<file path="src/rtl/pipeline_hazard_ctrl.sv">
// Stall/flush sequencer for the five-stage LC-3b pipeline (cache misses, load-use, branch flush, miss watchdog).
// Define HAZARD_PERF_EN to add the stall_cycles / flush_count performance counters.

module pipeline_hazard_ctrl #(
    parameter int WDOG_LIMIT = 255
) (
    input  logic        clk,
    input  logic        reset,
    input  logic        icache_req,
    input  logic        icache_resp,
    input  logic        dcache_req,
    input  logic        dcache_resp,
    input  logic        load_use,
    input  logic        branch_taken,
    output logic        pc_load_en,
    output logic        stall_if_id,
    output logic        stall_id_ex,
    output logic        stall_ex_mem,
    output logic        stall_mem_wb,
    output logic        bubble_id_ex,
    output logic        flush_if_id,
    output logic        flush_id_ex,
    output logic        flush_ex_mem,
    output logic        wdog_err
`ifdef HAZARD_PERF_EN
    ,
    output logic [15:0] stall_cycles,
    output logic [15:0] flush_count
`endif
);

    localparam logic [1:0] ST_RUN          = 2'd0;
    localparam logic [1:0] ST_DMISS        = 2'd1;
    localparam logic [1:0] ST_IMISS        = 2'd2;
    localparam logic [1:0] ST_IMISS_SQUASH = 2'd3;

    localparam logic [7:0] WDOG_LIMIT_C = 8'(WDOG_LIMIT);

    logic [1:0] state_q, state_d;
    logic [7:0] wdog_cnt_q, wdog_cnt_d;
    logic       wdog_err_q, wdog_err_d;
    logic       d_stall;
    logic       i_stall;
    logic       miss_next;

    assign d_stall = dcache_req & ~dcache_resp;
    assign i_stall = icache_req & ~icache_resp;

    always_comb begin
        pc_load_en   = 1'b1;
        stall_if_id  = 1'b0;
        stall_id_ex  = 1'b0;
        stall_ex_mem = 1'b0;
        stall_mem_wb = 1'b0;
        bubble_id_ex = 1'b0;
        flush_if_id  = 1'b0;
        flush_id_ex  = 1'b0;
        flush_ex_mem = 1'b0;
        state_d      = ST_RUN;

        if (reset) begin
            pc_load_en   = 1'b0;
            flush_if_id  = 1'b1;
            flush_id_ex  = 1'b1;
            flush_ex_mem = 1'b1;
        end else if (d_stall) begin
            // A held branch_taken waits here and is acted on in the release cycle.
            pc_load_en   = 1'b0;
            stall_if_id  = 1'b1;
            stall_id_ex  = 1'b1;
            stall_ex_mem = 1'b1;
            stall_mem_wb = 1'b1;
            state_d      = ST_DMISS;
        end else if (branch_taken) begin
            flush_if_id  = 1'b1;
            flush_id_ex  = 1'b1;
            flush_ex_mem = 1'b1;
            state_d      = i_stall ? ST_IMISS_SQUASH : ST_RUN;
        end else if (state_q == ST_IMISS_SQUASH) begin
            // Wrong-path fetch still in flight: keep dropping it until it returns.
            pc_load_en   = icache_resp;
            flush_if_id  = 1'b1;
            bubble_id_ex = 1'b1;
            state_d      = icache_resp ? ST_RUN : ST_IMISS_SQUASH;
        end else if (i_stall) begin
            pc_load_en   = 1'b0;
            stall_if_id  = 1'b1;
            bubble_id_ex = 1'b1;
            state_d      = ST_IMISS;
        end else if (load_use) begin
            pc_load_en   = 1'b0;
            stall_if_id  = 1'b1;
            bubble_id_ex = 1'b1;
        end
    end

    // Counter measures the current miss episode; any state change restarts it.
    assign miss_next = (state_d != ST_RUN);

    always_comb begin
        wdog_cnt_d = 8'd0;
        if (miss_next) begin
            if (state_d != state_q) begin
                wdog_cnt_d = 8'd1;
            end else if (wdog_cnt_q != 8'hFF) begin
                wdog_cnt_d = wdog_cnt_q + 8'd1;
            end else begin
                wdog_cnt_d = wdog_cnt_q;
            end
        end
        wdog_err_d = wdog_err_q | (miss_next & (wdog_cnt_d == WDOG_LIMIT_C));
    end

    always_ff @(posedge clk) begin
        if (reset) begin
            state_q    <= ST_RUN;
            wdog_cnt_q <= 8'd0;
            wdog_err_q <= 1'b0;
        end else begin
            state_q    <= state_d;
            wdog_cnt_q <= wdog_cnt_d;
            wdog_err_q <= wdog_err_d;
        end
    end

    assign wdog_err = wdog_err_q & ~reset;

`ifdef HAZARD_PERF_EN
    logic [15:0] stall_cycles_q, stall_cycles_d;
    logic [15:0] flush_count_q, flush_count_d;
    logic        branch_flush;

    assign branch_flush = ~reset & ~d_stall & branch_taken;

    always_comb begin
        stall_cycles_d = stall_cycles_q;
        flush_count_d  = flush_count_q;
        if (~pc_load_en && (stall_cycles_q != 16'hFFFF)) begin
            stall_cycles_d = stall_cycles_q + 16'd1;
        end
        if (branch_flush && (flush_count_q != 16'hFFFF)) begin
            flush_count_d = flush_count_q + 16'd1;
        end
    end

    always_ff @(posedge clk) begin
        if (reset) begin
            stall_cycles_q <= 16'd0;
            flush_count_q  <= 16'd0;
        end else begin
            stall_cycles_q <= stall_cycles_d;
            flush_count_q  <= flush_count_d;
        end
    end

    assign stall_cycles = reset ? 16'd0 : stall_cycles_q;
    assign flush_count  = reset ? 16'd0 : flush_count_q;
`endif

endmodule

</file>
<file path="config.mk">
export PLATFORM = sky130hd
export DESIGN_NAME = pipeline_hazard_ctrl
export DESIGN_NICKNAME = d
export VERILOG_FILES = /design/src/rtl/pipeline_hazard_ctrl.sv
export SDC_FILE = /design/constraint.sdc
export NUM_CORES = 1
export LEC_CHECK = 0
export ABC_AREA = 1
export CORE_ASPECT_RATIO = 0.9
export CORE_MARGIN = 2
export CORE_UTILIZATION = 48
export DETAILED_ROUTE_END_ITERATION = 6
export GPL_TIMING_DRIVEN = 0
export PLACE_DENSITY = 0.86
export SYNTH_ARGS = -nofsm -noshare
export SYNTH_HDL_FRONTEND = slang
export SYNTH_SLANG_ARGS = --single-unit
</file>
<file path="constraint.sdc">
create_clock -name clk -period 1.65 [get_ports clk]
set_input_delay 0.33 -clock clk [delete_from_list [all_inputs] [get_ports clk]]
set_output_delay 0.33 -clock clk [all_outputs]
set_load 0.05 [all_outputs]
</file>
==> impl_metrics.csv, run 1 <==
group,metric,value,unit
clock_network,root_buffer,"clkbuf_4",
outcome,status,"finished clean",
detailed_routing,drt_iter0_markers,26,
worst_setup_path,critPathSlowestCell,"dlygate4sd2_1",
placed_design,place_hpwl,1450,µm
sta,fmaxAchievable,612,MHz
sta,fin_skew,0.00464,ns
worst_setup_path,end_kind,"output pin",
floorplanning,die_h,42.1,µm
clock_network,cts_tree,"built",
clock_network,htree_levels,1,
synth,synth.largest_area_cell,"dfxtp_1",
placed_design,dpl-instance-area,991,µm²
sta,drv_slew,0,
synth,synth.most_common_cell,"nand2_1",
pwr,irDropWorstVdd,0.397,mV
sta,fin_crit_sh,0.990,
clock_network,clk_pin_slew,0.06,ns
clock_network,clock_path_buffers,2,
detailed_routing,num_vias,917,
synth,ys_types,19,
synth,synth_area,776,µm²
sta,period_minus_slack,1.63,ns
floorplanning,initial_core_util,0.524,
clock_network,cts_sinks,11,
synth,syn_nets,138,
sta,worst_pin_slew,0.268,ns
worst_setup_path,crit_chain,"dlygate4sd2_1, a21oi_4, nor3_4, buf_4, nor2_4, buf_6",
synth,synth_area_leaders,"dfxtp_1 28%, nand2_1 16%, inv_1 12%",
floorplanning,dieArea,1950,µm²
synth,synth_edf_count,0,
worst_setup_path,slowest_delay,0.29,ns
sta,rsz0062_at_grt,"true",
placed_design,gp_congestion,0.813,
detailed_routing,wl_per_cell,12.0,µm
synth,synth_seq_cells,11,
detailed_routing,drc_errors,0,
floorplanning,pin_count,18,
synth,yosys_most_used_dff,"dfxtp_1",
detailed_routing,drt_wl_total,2190,µm
clock_network,clock_latency,0.27,ns
clock_network,postCtsHoldBufs,0,
final_layout,drive_above_1_share,0.381,
sta,setup_viol,0,
detailed_routing,vias_per_cell,5.04,
sta,holdWs,0.450,ns
synth,netlist_instances,129,
final_layout,final_area,1140,µm²
final_layout,final_nets,170,
detailed_routing,dr.pass1.iters,4,
floorplanning,coreArea,1480,µm²
global_route,grt_pass1_wl,3090,µm
synth,yosysSeqAreaShare,0.284,
global_route,grt_pass1_vias,771,
placed_design,port_buffers,17,
global_route,grt-ovfl-total,0,
worst_setup_path,worstPathArrival,1.30,ns
job,maxCapViolations,0,
worst_setup_path,setup.worst_path.class,"input port to output pin",
pwr,p_leak,0.619,nW
pwr,pwr_density_cell,586,nW/µm²
synth,async_flop_share,0,
placed_design,place_ws,-0.834,ns
synth,synthTopCellsByCount,"34 x nand2_1, 24 x inv_1, 17 x nor2_1",
final_layout,n_antenna_cell,0,
global_route,grt_max_degree,9,
global_route,track_usage,0.213,
worst_setup_path,cp-start-kind,"input port",
global_route,antenna_found_initial,0,
floorplanning,die_w,46.4,µm
sta,hold_viol_final,0,
final_layout,area_growth,46.9,%
sta,setup_ws,0.0159,ns
clock_network,numCtsBuffers,3,
floorplanning,rows,13,
synth,avgSynthCellArea,6.01,µm²
sta,slew_headroom,0.821,
worst_setup_path,crit_fanout,3,
worst_hold_path,hold_path.class,"register to register",
detailed_routing,ant_nets,0,
worst_setup_path,cp.required,1.32,ns
synth,yosysWarnings,0,
synth,yosysTopAreaCellShare,0.284,
## flip-flops by register name (all words and copies together), names as in the netlist
register and cells:
wdog_cnt_q 8, state_q 2, wdog_err_q 1
## metal layers
metal	global-route usage	share of wire
met5	0	0
met4	0	0.0069
met3	0.0647	0.050
met2	0.356	0.52
met1	0.282	0.42
## what timing repair did
action                     CTS  global route
setup endpoints to repair   10             3
resized for setup           81            11
pin swaps                   10             4
setup buffers                5             5
## report_power, final
| group | switching (W) | internal [W] | total, W |
|---|---|---|---|
| clock | 0.0000889 | 0.0000936 | 0.000183 |
| sequential | 0.00000568 | 0.000272 | 0.000278 |
| combinational | 0.000128 | 0.0000801 | 0.000208 |
| total | 0.000222 | 0.000446 | 0.000668 |
## cell families (layout without fill, tap and decap cells)
logic type	after synthesis	after routing	synth area share
compound gates	6	6	0.0419
fa+ha+maj	1	1	0.0161
flops	11	11	0.284
xor+xnor	3	3	0.0339
simple gates	79	79	0.469
buf+inv	29	60	0.155
## final timing paths
kind | start | end | slack, ns | depth (start not counted)
worst max-delay path | icache_req | pc_load_en | 0.02 | 6
worst min-delay path | wdog_err_q | wdog_err_q | 0.45 | 2
worst max register to register | wdog_cnt_q[1] | wdog_err_q | 0.11 | 11
worst min register to register | wdog_err_q | wdog_err_q | 0.45 | 2
## worst max-delay path, delay by kind of cell
kind	cells	cell delay [ns]
compound gates	1	0.20
buf+inv	3	0.60
simple gates	2	0.16
## layout make-up
| type | count | area (µm²) |
|---|---|---|
| Timing Repair Buffer | 27 | 233 |
| Buffer | 3 | 22.5 |
| Tap cell | 22 | 27.5 |
| Inverter | 26 | 97.6 |
| Clock buffer | 4 | 26.3 |
| Multi-Input combinational cell | 89 | 508 |
| Sequential cell | 11 | 225 |
| Fill cell | 111 | 340 |
## cell usage in the layout, fill, tap and decap left out
cell	synthesis	routed
a21oi_1	3	2
a21oi_4	0	1
a31oi_1	2	1
a31oi_2	0	1
buf_2	0	2
buf_4	3	15
buf_6	0	5
buf_8	0	1
clkbuf_1	0	1
clkbuf_4	0	3
dfxtp_1	11	7
dfxtp_2	0	4
dlygate4sd2_1	0	7
ha_2	0	1
inv_1	24	21
inv_2	2	5
nand2_1	34	31
nand2_2	8	9
nand2_4	0	2
nand3_1	11	11
nand3_2	2	2
nand4_1	2	2
nor2_1	17	13
nor2_2	3	5
nor2_4	1	3
nor3_4	0	1
o21ai_2	0	1
xnor2_1	1	1
xor2_1	2	2
## metrics by stage
step                      setup TNS [ns]  cells   util  power [W]
after floorplan                        0    129      -   0.000393
after global placement             -7.93    168  0.669   0.000444
after detailed placement           -8.69    168  0.669   0.000449
after CTS                              0    177  0.720   0.000651
after global routing             -0.0382    182  0.770   0.000700
final                                  0    182  0.770   0.000668
Power figures use the tool's default switching activity.
==> run 2, diff against run 1 <==
--- a/config.mk
+++ b/config.mk
@@ -9,8 +9,8 @@
 export CORE_ASPECT_RATIO = 0.9
 export CORE_MARGIN = 2
-export CORE_UTILIZATION = 48
+export CORE_UTILIZATION = 43
 export DETAILED_ROUTE_END_ITERATION = 6
 export GPL_TIMING_DRIVEN = 0
-export PLACE_DENSITY = 0.86
+export PLACE_DENSITY = 0.82
 export SYNTH_ARGS = -nofsm -noshare
 export SYNTH_HDL_FRONTEND = slang
==> constraint.sdc (replaced) <==
create_clock -name clk -period 1.5 [get_ports clk]
set_input_delay 0.3 -clock clk [delete_from_list [all_inputs] [get_ports clk]]
set_output_delay 0.3 -clock clk [all_outputs]
set_load 0.02 [all_outputs]
==> run 2 against run 1 <==
The flow now finishes with violations (setup timing). Routed wire length fell by 5.3%. Non-clock buffer count decreased by 3. Worst hold slack improved by 0.031 ns. Largest cell class unchanged. Sequential power grew 10%. Setup slack lost 0.030 ns.
==> impl_metrics.csv, run 2 (synthesis gave the netlist of run 1 again) <==
group,metric,value,unit
floorplanning,dieArea,2160,µm²
clock_network,root_buffer,"clkbuf_4",
detailed_routing,dr.pass1.iters,4,
final_layout,reg_top3,"wdog_cnt_q x8, state_q x2, wdog_err_q x1",
floorplanning,rows,14,
sta,worst_pin_slew,0.247,ns
clock_network,cts_sinks,11,
pwr,switching_power,0.000204,W
final_layout,drive_above_1_share,0.369,
floorplanning,initial_core_util,0.461,
worst_setup_path,cp-start-kind,"register",
worst_setup_path,regToRegSetupSlack,0.03,ns
sta,setup_viol,1,
sta,fmaxAchievable,661,MHz
worst_setup_path,cp.required,1.20,ns
final_layout,final_common_cell,"nand2_1",
worst_setup_path,crit_fanout,3,
placed_design,place_hpwl,1380,µm
final_layout,final_nets,167,
final_layout,seqCellArea,230,µm²
placed_design,port_buffers,17,
global_route,grt_pass1_wl,3260,µm
final_layout,area_growth,44.0,%
clock_network,htree_levels,1,
detailed_routing,drt_iter0_markers,24,
pwr,switching_share,0.302,
sta,fin_skew,0.00650,ns
detailed_routing,ant_nets,0,
floorplanning,pin_count,18,
final_layout,num-fill-cells,144,
sta,hold_viol_final,0,
sta,period_minus_slack,1.51,ns
pwr,p_int,0.000471,W
global_route,antenna_found_initial,0,
clock_network,postCtsHoldBufs,0,
final_layout,final_cell_mix,"31 x nand2_1, 19 x inv_1, 15 x nor2_1",
pwr,p_leak,0.602,nW
worst_hold_path,hold_path.class,"register to register",
worst_setup_path,worstPathArrival,1.21,ns
clock_network,clk_pin_slew,0.06,ns
sta,drv_slew,0,
sta,slew_headroom,0.835,
sta,rsz0062_at_grt,"true",
global_route,grt_max_degree,9,
pwr,power_frac_comb,0.252,
clock_network,clock_path_buffers,2,
pwr,power,0.000675,W
final_layout,largest_register_ffs,8,
floorplanning,die_h,44.3,µm
global_route,grt-ovfl-total,0,
pwr,pwr_density_cell,604,nW/µm²
final_layout,multi_input_area,512,µm²
global_route,grt_pass1_vias,817,
worst_setup_path,end_kind,"output pin",
job,maxCapViolations,0,
detailed_routing,num_vias,883,
pwr,pwr-share-seq,0.453,
sta,holdWs,0.481,ns
floorplanning,die_w,48.8,µm
detailed_routing,wl_per_cell,11.5,µm
final_layout,n_antenna_cell,0,
sta,fin_crit_sh,1.01,
detailed_routing,drc_errors,0,
final_layout,final_util,0.664,
placed_design,gp_congestion,0.804,
pwr,clock_power_share,0.295,
detailed_routing,drt_wl_total,2070,µm
clock_network,numCtsBuffers,3,
outcome,status,"finished with violations",
detailed_routing,vias_per_cell,4.88,
global_route,track_usage,0.196,
pwr,irDropWorstVdd,0.528,mV
clock_network,clock_latency,0.27,ns
floorplanning,coreArea,1680,µm²
clock_network,cts_tree,"built",
sta,setup_ws,-0.0137,ns
outcome,violations,"setup timing",
final_layout,top_register,"wdog_cnt_q",
worst_setup_path,setup.worst_path.class,"register to output pin",
==> run 2: worst max-delay path: stages, from the launching register on <==
cell and delay (ns):
dfxtp_2 0.33, nand2_2 0.09, inv_2 0.06, nor3_4 0.13
nor2_1 0.07, nor2_1 0.11, buf_4 0.16
==> run 2: path summary, 6_finish.rpt <==
path	startpoint	endpoint	cells past startpoint
hold / removal	wdog_err_q	wdog_err_q	2
setup reg to reg	wdog_cnt_q[0]	wdog_err_q	11
hold reg to reg	wdog_err_q	wdog_err_q	2
setup / recovery	state_q[1]	stall_if_id	6
==> run 2: power by group through the flow <==
stage	logic [W]	registers [W]	clock network, W
floorplan	0.0000860	0.000309	0
global placement	0.000142	0.000310	0
detailed placement	0.000146	0.000310	0
CTS	0.000152	0.000306	0.000204
global route	0.000184	0.000306	0.000219
finish	0.000170	0.000306	0.000199
==> run 2: timing repair <==
action / in CTS / in global routing
endpoints found under the setup margin: 14 / 3
setup buffers: 4 / 3
resized for setup: 68 / 15
pin swaps: 8 / 3
==> run 2: per-layer routing <==
| metal | global-route usage | wire, µm | part of all wire |
|---|---|---|---|
| met1 | 0.223 | 845 | 0.41 |
| met2 | 0.362 | 1080 | 0.52 |
| met3 | 0.0642 | 111 | 0.054 |
| met4 | 0.0457 | 32 | 0.015 |
| met5 | 0 | 0 | 0 |
==> run 2: layout make-up <==
type,instances,area share
buffer,3,0.0202
clock buffer,4,0.0235
inverter,26,0.0896
multi-input combinational,89,0.458
sequential,11,0.206
tap,24,0.0269
timing repair buffer,24,0.176
==> run 2: metrics by stage <==
| stage | TNS [ns] | cells | cell area, µm² | setup slack (ns) |
|---|---|---|---|---|
| after floorplan | 0 | 129 | 776 | 0.141 |
| after global placement | -7.49 | 170 | 976 | -0.678 |
| after detailed placement | -8.33 | 170 | 976 | -0.703 |
| after CTS | 0 | 178 | 1050 | 0.0214 |
| after global routing | -0.245 | 181 | 1120 | -0.0954 |
| final | -0.0137 | 181 | 1120 | -0.0137 |
